<file path="src/rtl/sum4_splitter_if.sv">
// Handshake bundle for sum4_splitter: total input channel and share output channel.
interface sum4_splitter_if #(
  parameter int W_IN  = 6,
  parameter int W_OUT = 4,
  parameter int N_OUT = 4
);
  localparam int W_IDX = (N_OUT > 1) ? $clog2(N_OUT) : 1;

  logic              in_valid;
  logic              in_ready;
  logic [W_IN-1:0]   total_in;
  logic              out_valid;
  logic              out_ready;
  logic [W_OUT-1:0]  share_out;
  logic [W_IDX-1:0]  share_idx;
  logic              out_last;
  logic              err;

  modport master (
    output in_valid, total_in, out_ready,
    input  in_ready, out_valid, share_out, share_idx, out_last, err
  );

  modport slave (
    input  in_valid, total_in, out_ready,
    output in_ready, out_valid, share_out, share_idx, out_last, err
  );
endinterface

</file>
<file path="src/rtl/sum4_splitter.sv">
// Splits a total into N_OUT shares (greedy, or even split with SUM4_SPLIT_EVEN_EN); first share 1 cycle after accept.
// Output beats hold while out_ready is low; in_ready stays low until the last beat completes.
module sum4_splitter #(
  parameter int W_IN  = 6,
  parameter int W_OUT = 4,
  parameter int N_OUT = 4
) (
  input logic           clk,
  input logic           reset,
  sum4_splitter_if.slave s
);
  localparam int W_IDX = (N_OUT > 1) ? $clog2(N_OUT) : 1;
  localparam logic [W_OUT-1:0] SHARE_MAX_N = '1;
  localparam logic [W_IN-1:0]  SHARE_MAX   = W_IN'((1 << W_OUT) - 1);
  localparam logic [W_IN-1:0]  TMAX        = W_IN'(N_OUT * ((1 << W_OUT) - 1));
  localparam logic [W_IDX-1:0] IDX_LAST    = W_IDX'(N_OUT - 1);

  typedef enum logic [1:0] {
    IDLE = 2'd0,
    EMIT = 2'd1,
    ERR  = 2'd2
  } state_t;

  state_t           r_state;
  state_t           w_next;
  logic [W_IN-1:0]  r_rem;
  logic [W_IDX-1:0] r_idx;
  logic [W_OUT-1:0] w_share;
  logic             w_accept;
  logic             w_in_range;
  logic             w_beat;
  logic             w_last;

  assign w_accept   = (r_state == IDLE) && s.in_valid;
  assign w_in_range = (s.total_in <= TMAX);
  assign w_beat     = (r_state == EMIT) && s.out_ready;
  assign w_last     = (r_idx == IDX_LAST);

`ifdef SUM4_SPLIT_EVEN_EN
  // Base share plus one extra unit for the first (T mod N_OUT) beats.
  logic [W_OUT-1:0] r_base;
  logic [W_IDX-1:0] r_extra;

  always_ff @(posedge clk) begin
    if (reset) begin
      r_base  <= '0;
      r_extra <= '0;
    end else if (w_accept && w_in_range) begin
      r_base  <= W_OUT'(s.total_in / N_OUT);
      r_extra <= W_IDX'(s.total_in % N_OUT);
    end
  end

  assign w_share = r_base + W_OUT'(r_idx < r_extra);
`else
  assign w_share = (r_rem > SHARE_MAX) ? SHARE_MAX_N : r_rem[W_OUT-1:0];
`endif

  always_ff @(posedge clk) begin
    if (reset) begin
      r_state <= IDLE;
    end else begin
      r_state <= w_next;
    end
  end

  always_comb begin
    w_next = r_state;
    case (r_state)
      IDLE:    if (s.in_valid) w_next = w_in_range ? EMIT : ERR;
      EMIT:    if (s.out_ready && w_last) w_next = IDLE;
      ERR:     w_next = IDLE;
      default: w_next = IDLE;
    endcase
  end

  always_ff @(posedge clk) begin
    if (reset) begin
      r_rem <= '0;
      r_idx <= '0;
    end else if (w_accept && w_in_range) begin
      r_rem <= s.total_in;
      r_idx <= '0;
    end else if (w_beat) begin
      r_rem <= r_rem - {{(W_IN-W_OUT){1'b0}}, w_share};
      r_idx <= w_last ? '0 : r_idx + 1'b1;
    end
  end

  always_comb begin
    s.in_ready  = (r_state == IDLE);
    s.out_valid = (r_state == EMIT);
    s.share_out = (r_state == EMIT) ? w_share : '0;
    s.share_idx = r_idx;
    s.out_last  = (r_state == EMIT) && w_last;
    s.err       = (r_state == ERR);
  end
endmodule

</file>
<file path="src/flat_wrapper.sv">
// flat-port wrapper written by rule: the top's interface ports become plain ports
module sum4_splitter_flat 
#(
  parameter int W_IN  = 6,
  parameter int W_OUT = 4,
  parameter int N_OUT = 4
)
  (clk, reset, s_in_valid, s_total_in, s_out_ready, s_in_ready, s_out_valid, s_share_out, s_share_idx, s_out_last, s_err);
  sum4_splitter_if #(.W_IN(W_IN), .W_OUT(W_OUT), .N_OUT(N_OUT)) s_i ();
  input logic clk;
  input logic reset;
  input wire logic [$bits(s_i.in_valid)-1:0] s_in_valid;
  input wire logic [$bits(s_i.total_in)-1:0] s_total_in;
  input wire logic [$bits(s_i.out_ready)-1:0] s_out_ready;
  output wire logic [$bits(s_i.in_ready)-1:0] s_in_ready;
  output wire logic [$bits(s_i.out_valid)-1:0] s_out_valid;
  output wire logic [$bits(s_i.share_out)-1:0] s_share_out;
  output wire logic [$bits(s_i.share_idx)-1:0] s_share_idx;
  output wire logic [$bits(s_i.out_last)-1:0] s_out_last;
  output wire logic [$bits(s_i.err)-1:0] s_err;
  assign s_i.in_valid = s_in_valid;
  assign s_i.total_in = s_total_in;
  assign s_i.out_ready = s_out_ready;
  assign s_in_ready = s_i.in_ready;
  assign s_out_valid = s_i.out_valid;
  assign s_share_out = s_i.share_out;
  assign s_share_idx = s_i.share_idx;
  assign s_out_last = s_i.out_last;
  assign s_err = s_i.err;
  sum4_splitter #(.W_IN(W_IN), .W_OUT(W_OUT), .N_OUT(N_OUT)) u_core (.clk(clk), .reset(reset), .s(s_i));
endmodule
</file>
<file path="config.mk">
export PLATFORM = sky130hd
export DESIGN_NAME = sum4_splitter_flat
export DESIGN_NICKNAME = d
export VERILOG_FILES = /design/src/rtl/sum4_splitter_if.sv /design/src/rtl/sum4_splitter.sv /design/src/flat_wrapper.sv
export SDC_FILE = /design/constraint.sdc
export NUM_CORES = 1
export LEC_CHECK = 0
export ABC_CLOCK_PERIOD_IN_PS = 4600
export CELL_PAD_IN_SITES_DETAIL_PLACEMENT = 1
export CELL_PAD_IN_SITES_GLOBAL_PLACEMENT = 1
export CORE_MARGIN = 2
export CORE_UTILIZATION = 33
export CTS_BUF_LIST = sky130_fd_sc_hd__clkbuf_16
export DETAILED_ROUTE_END_ITERATION = 10
export PLACE_DENSITY = 0.77
export SLEW_MARGIN = 15
export SYNTH_ARGS = -nofsm -noshare
export SYNTH_HDL_FRONTEND = slang
export SYNTH_SLANG_ARGS = --single-unit
export TNS_END_PERCENT = 5
</file>
<file path="constraint.sdc">
create_clock -name clk -period 4.6 [get_ports clk]
set_input_delay 0.92 -clock clk [delete_from_list [all_inputs] [get_ports clk]]
set_output_delay 0.92 -clock clk [all_outputs]
set_load 0.005 [all_outputs]
</file>
Word-level counts from Yosys, hierarchy flattened
Cells that the tools add are included.
{"block": "word_totals", "ff_bits": 10, "in_bits": 10, "word_cells": 30}
{"block": "classes", "addsub": 2, "magnitude_cmp": 2, "eq_ne": 5, "n_mux": 9, "reduce_logical": 9}
{"operator": "$mux W6", "count": 2}
{"operator": "$mux W2", "count": 4}
{"operator": "$mux W4", "count": 2}
{"operator": "$gt A6 B4 Y1 const B", "count": 1}
{"operator": "$le A6 B6 Y1 const B", "count": 1}
{"operator": "$sub A6 B4 Y6", "count": 1}
{"operator": "$logic_and A1 B1 Y1", "count": 5}
{"operator": "$eq A2 B2 Y1 const B", "count": 2}
{"operator": "$pmux W2 S2", "count": 1}
{"operator": "$add A2 B1 Y2 const B", "count": 1}
{"operator": "$eq A2 B1 Y1 const B", "count": 1}
{"operator": "$logic_not A2 Y1", "count": 1}
{"operator": "$ne A2 B1 Y1 const B", "count": 1}
{"operator": "$ne A2 B2 Y1 const B", "count": 1}
{"operator": "$reduce_and A2 Y1", "count": 1}
{"operator": "$reduce_bool A2 Y1", "count": 1}
{"operator": "$reduce_or A2 Y1", "count": 1}

Logic depth before layout (Yosys ltp)
{"block": "logic_depth", "ltp_word": 5, "ltp_mapped": 7, "mapped_depth_nobuf": 6}

Worst setup path after synthesis
No wires, ideal clock.
{"block": "synth_timing", "kind": "in2reg", "from": "in s_in_valid", "to": "reg u_core.r_rem[5]", "setup_time_ps": 132, "arrival_time_ps": 1819, "required_ps": 4468, "path_slack_ps": 2649, "path_stages": 4, "path_cell_list": "or3b_2 -> o21bai_2 -> o311ai_0 -> a21oi_1"}
{"block": "synth_between", "elab_chain_len": 3, "elab_cells_between_ends": 4}
{"element": "from (decl)", "line_no": "flat_wrapper.sv:12", "source": "input wire logic [$bits(s_i.in_valid)-1:0] s_in_valid;"}
{"element": "$logic_and A1 B1 Y1 (*)", "line_no": "sum4_splitter.sv:34", "source": "assign w_accept = (r_state == IDLE) && s.in_valid;"}
{"element": "$logic_and A1 B1 Y1 (*)", "line_no": "sum4_splitter.sv:81", "source": "end else if (w_accept && w_in_range) begin"}
{"element": "$mux W6 / $reduce_bool A2 Y1 (equally long branches)"}
{"element": "to (signal assigned)", "line_no": "sum4_splitter.sv:82", "source": "r_rem <= s.total_in;"}
{"element": "to (signal assigned)", "line_no": "sum4_splitter.sv:85", "source": "r_rem <= r_rem - {{(W_IN-W_OUT){1'b0}}, w_share};"}
{"element": "to (decl)", "line_no": "sum4_splitter.sv:26", "source": "logic [W_IN-1:0] r_rem;"}
Every way passes the cells marked *; elsewhere a longest branch is shown, timed or not.
A chain may end at the register's enable or synchronous reset.

Worst setup path in the final report
{"block": "layout_timing", "from": "reg u_core.r_state[0]", "to": "out s_share_out[3]"}
{"block": "layout_between", "elab_chain_len": 2}
{"element": "from (decl)", "line_no": "sum4_splitter.sv:24", "source": "state_t r_state;"}
{"element": "from (signal assigned)", "line_no": "sum4_splitter.sv:63", "source": "r_state <= w_next;"}
{"element": "$eq A2 B1 Y1", "line_no": "sum4_splitter.sv:93", "source": "s.share_out = (r_state == EMIT) ? w_share : '0;"}
{"element": "$mux W4", "line_no": "sum4_splitter.sv:93"}
{"element": "to (decl)", "line_no": "flat_wrapper.sv:17", "source": "output wire logic [$bits(s_i.share_out)-1:0] s_share_out;"}
Every way passes these cells.

==> results.md <==
- Count of input and output buffers: 19
- RSZ-0062 raised after global routing: false
- Die ar.: ~0.0022 sq mm
- Leading cell type in the layout, fill and taps excluded: sky130_fd_sc_hd__clkdlybuf4s50_1
- Clock latency reported for the late side of the worst-skew pair: approximately 0.24 ns
- Kind of launch point of the worst setup path: flop
- Pin count of the biggest net entering global routing: 13
- TritonCTS Sinks: 10
- Synth Area per Inst: ~8.2 sq um
- Worst min-delay path category: reg -> reg
- Number of buffers and inverters on the critical path: 1
- Count of nets after finishing: ~110
- Number of vias after detailed routing: around 640
- Pwr dens: between 300 and 400 mW/mm^2
- Cells along the critical path: nor2b_4 > o31a_1 > clkdlybuf4s50_1
- Via count of the first global-routing pass: about 640
- Syn. warnings: 0
- Half-perimeter wire length after detailed placement: between 1 and 1.5 mm
- CP Max Fanout: 10
- Post-Route WL: about 1.7 mm
- Family of cells with the greatest summed delay on the critical path: buffers and inverters
- Gp weighted congestion: about 0.78
- Data required, critical path: 3.68 ns
- Library cells used by synthesis: 33
- Number of vias per cell after detailed routing: 5.50
- Worst-Margin Slew: a little over 0.4 ns
- Register-to-Register Setup Slack: ~2.8 ns
- First-pass GRT wire length: 2.87 mm
- Post-route minimum period: roughly 2.5 ns
- Antenna violations before repair: 0
- Post-Synthesis Cells: 74
- Post-route clock period utilization: 0.539
- Post-layout utilization of the core: 0.508
- Proportion of synthesized chip area in sequential cells: 0.330
- Worst ir drop on vdd: 0.281 mV
- Outcome: finished, final reports clean
- Iter 0 DRT Violations: 11
- Setup violation total in the final timing report: 0
- Number of max-slew violations in the final report: 0
- Number of remaining DRC errors: 0
- Post-synthesis sequential element count: 10
- Detailed-router iteration count before antenna repair: 4
- Number of levels in the clock H-tree: 1
- Post-CTS setup buffers: 0
- Cell at the root of the clock tree: sky130_fd_sc_hd__clkbuf_16
- Critical Path End Type: output port
- Slew margin rel.: 0.723
- Initial core utilization: 0.351
- Max Buffers Root-to-Sink: 2
- Critical path start-end classification: reg -> out
- Final hold violation count: 0
- TritonCTS clock tree: built
- Leakage power: between 0.3 and 0.4 nW
- # resized after CTS: 0
- Achievable clock frequency: just over 0.4 GHz
- Die Ht: 46.9 microns
- Area Growth Syn to Fin: 44.5%
- Fin worst setup slack: 2.12 ns
- Grt total ovfl: 0
- Number of top-level design ports: 20
- Avg WL per Cell: about 15 microns
- Standard cell core area: 0.00173 sq mm
- Setup skew after layout: approximately 0.0018 ns
- Count of inserted antenna diode cells: 0
- Total of fill cells in the finished design: approximately 220
- Clock slew at the register clock pins of the worst setup and hold paths: 0.04 ns
- Post-detailed-route count of antenna-violating nets: 0
- Syn Std Cell Area: around 610 sq um
- Maximum Capacitance Violations: 0
- Share of layout cells above drive strength 1: 0.120
- Pre-CTS setup slack: 2.07 ns
- Top library cells by usage in the layout, fill and taps aside: sky130_fd_sc_hd__clkdlybuf4s50_1 (19), sky130_fd_sc_hd__nand2_1 (10), sky130_fd_sc_hd__dfxtp_1 (10)
- Global-route total usage across every layer: 0.192
- Slowest cell delay on critical path: slightly below 0.5 ns
- Rows: 15
- Setup TNS after final layout: 0 ns
- Post-cts hold buffer count: 0
- Cts bufs inserted: 3
- Die outline width: between 40 and 50 microns
- Synthesized netlist net count: between 80 and 90
- Signal arrival time at the worst endpoint: approximately 1.6 ns
- Slowest cell on crit path: sky130_fd_sc_hd__clkdlybuf4s50_1
-- metal layers --
layer / track usage / vias up / wire length (microns)
li1: - / 312 / -
met1: 0.230 / 310 / 819
met2: 0.293 / 17 / 818
met3: 0.0692 / 5 / 74
met4: 0.117 / 0 / 29
met5: 0 / - / 0
-- synth_stat cells --
| master | count | share of area |
|---|---|---|
| sky130_fd_sc_hd__nand2_2 | 1 | 0.010 |
| sky130_fd_sc_hd__nor2_1 | 5 | 0.031 |
| sky130_fd_sc_hd__mux2i_1 | 1 | 0.016 |
| sky130_fd_sc_hd__clkbuf_1 | 1 | 0.0062 |
| sky130_fd_sc_hd__a211oi_1 | 1 | 0.012 |
| sky130_fd_sc_hd__or4_1 | 1 | 0.012 |
| sky130_fd_sc_hd__nor2b_4 | 1 | 0.023 |
| sky130_fd_sc_hd__nand2_1 | 10 | 0.062 |
| sky130_fd_sc_hd__a21oi_1 | 4 | 0.033 |
| sky130_fd_sc_hd__a311oi_1 | 1 | 0.014 |
| sky130_fd_sc_hd__o22ai_1 | 1 | 0.010 |
| sky130_fd_sc_hd__o21ba_2 | 1 | 0.016 |
| sky130_fd_sc_hd__and3_1 | 1 | 0.010 |
| sky130_fd_sc_hd__and2b_1 | 1 | 0.012 |
| sky130_fd_sc_hd__nor4_1 | 1 | 0.010 |
| sky130_fd_sc_hd__buf_6 | 1 | 0.019 |
| sky130_fd_sc_hd__o21ai_0 | 2 | 0.016 |
| sky130_fd_sc_hd__a211o_1 | 1 | 0.014 |
| sky130_fd_sc_hd__o21bai_2 | 1 | 0.019 |
| sky130_fd_sc_hd__or3_1 | 2 | 0.021 |
| sky130_fd_sc_hd__buf_2 | 3 | 0.025 |
| sky130_fd_sc_hd__o311ai_0 | 1 | 0.014 |
| sky130_fd_sc_hd__and2_1 | 1 | 0.010 |
| sky130_fd_sc_hd__or2_2 | 3 | 0.031 |
| sky130_fd_sc_hd__nand4_1 | 2 | 0.021 |
| sky130_fd_sc_hd__o31a_1 | 4 | 0.058 |
| sky130_fd_sc_hd__a31oi_1 | 3 | 0.031 |
| sky130_fd_sc_hd__or3b_2 | 1 | 0.014 |
| sky130_fd_sc_hd__a32oi_1 | 1 | 0.014 |
| sky130_fd_sc_hd__nand3_1 | 4 | 0.033 |
| sky130_fd_sc_hd__ha_1 | 2 | 0.041 |
| sky130_fd_sc_hd__dfxtp_1 | 10 | 0.33 |
| sky130_fd_sc_hd__nor3_1 | 1 | 0.0082 |
-- power by group --
part | total, mW | leakage (nW) | internal [mW] | switching, mW
Sequential | 0.102 | 0.0820 | 0.0928 | 0.00877
Clock | 0.158 | 0.0385 | 0.114 | 0.0440
Combinational | 0.0568 | 0.189 | 0.0313 | 0.0255
Total | 0.317 | 0.309 | 0.238 | 0.0783
-- worst register-to-register path, delay by kind of cell (launching register included) --
| kind | cells | cell delay [ns] |
|---|---|---|
| AOI/OAI and AO/OA | 1 | 0.08 |
| DFF | 1 | 0.48 |
| adders and majority gates | 1 | 0.24 |
| and+or+nand+nor | 4 | 0.88 |
-- flip-flops by register name, indices dropped and copies added (netlist names) --
register,count
u_core.r_rem,6
u_core.r_state,2
u_core.s.share_idx,2
-- worst paths after layout --
kind,from,to,depth (start not counted)
hold / removal,u_core.s.share_idx[0]$_SDFFE_PP0P_,u_core.s.share_idx[0]$_SDFFE_PP0P_,2
setup reg to reg,u_core.r_rem[4]$_SDFFE_PP0P_,u_core.r_rem[2]$_SDFFE_PP0P_,6
setup / recovery,u_core.r_state[0]$_SDFFE_PP0P_,s_share_out[3],3
hold reg to reg,u_core.s.share_idx[0]$_SDFFE_PP0P_,u_core.s.share_idx[0]$_SDFFE_PP0P_,2
-- layout make-up --
class / instances / area (sq um) / area share
Tap cell: 25 / 31.3 / 0.0357
Multi-Input combinational cell: 59 / 377 / 0.429
Clock buffer: 3 / 75.1 / 0.0856
Timing Repair Buffer: 19 / 190 / 0.217
Sequential cell: 10 / 200 / 0.228
Clock inverter: 1 / 3.75 / 0.00428
-- stage by stage --
| step | power (mW) | cells | cell area, sq um | hold WS [ns] |
|---|---|---|---|---|
| final | 0.317 | 117 | 877 | 0.505 |
| after floorplan | 0.135 | 74 | 607 | 0.482 |
| after global placement | 0.158 | 113 | 798 | 0.493 |
| after CTS | 0.322 | 117 | 877 | 0.514 |
| after global routing | 0.335 | 117 | 877 | 0.544 |
| after detailed placement | 0.160 | 113 | 798 | 0.505 |
-- cell families after synthesis --
group	count (synthesis)	share of synthesized area
adders and majority gates	2	0.0412
muxes	1	0.0165
buffers and inverters	5	0.0495
AOI/OAI and AO/OA	21	0.254
DFF	10	0.330
and+or+nand+nor	35	0.309
Power figures use the tool's default switching activity.
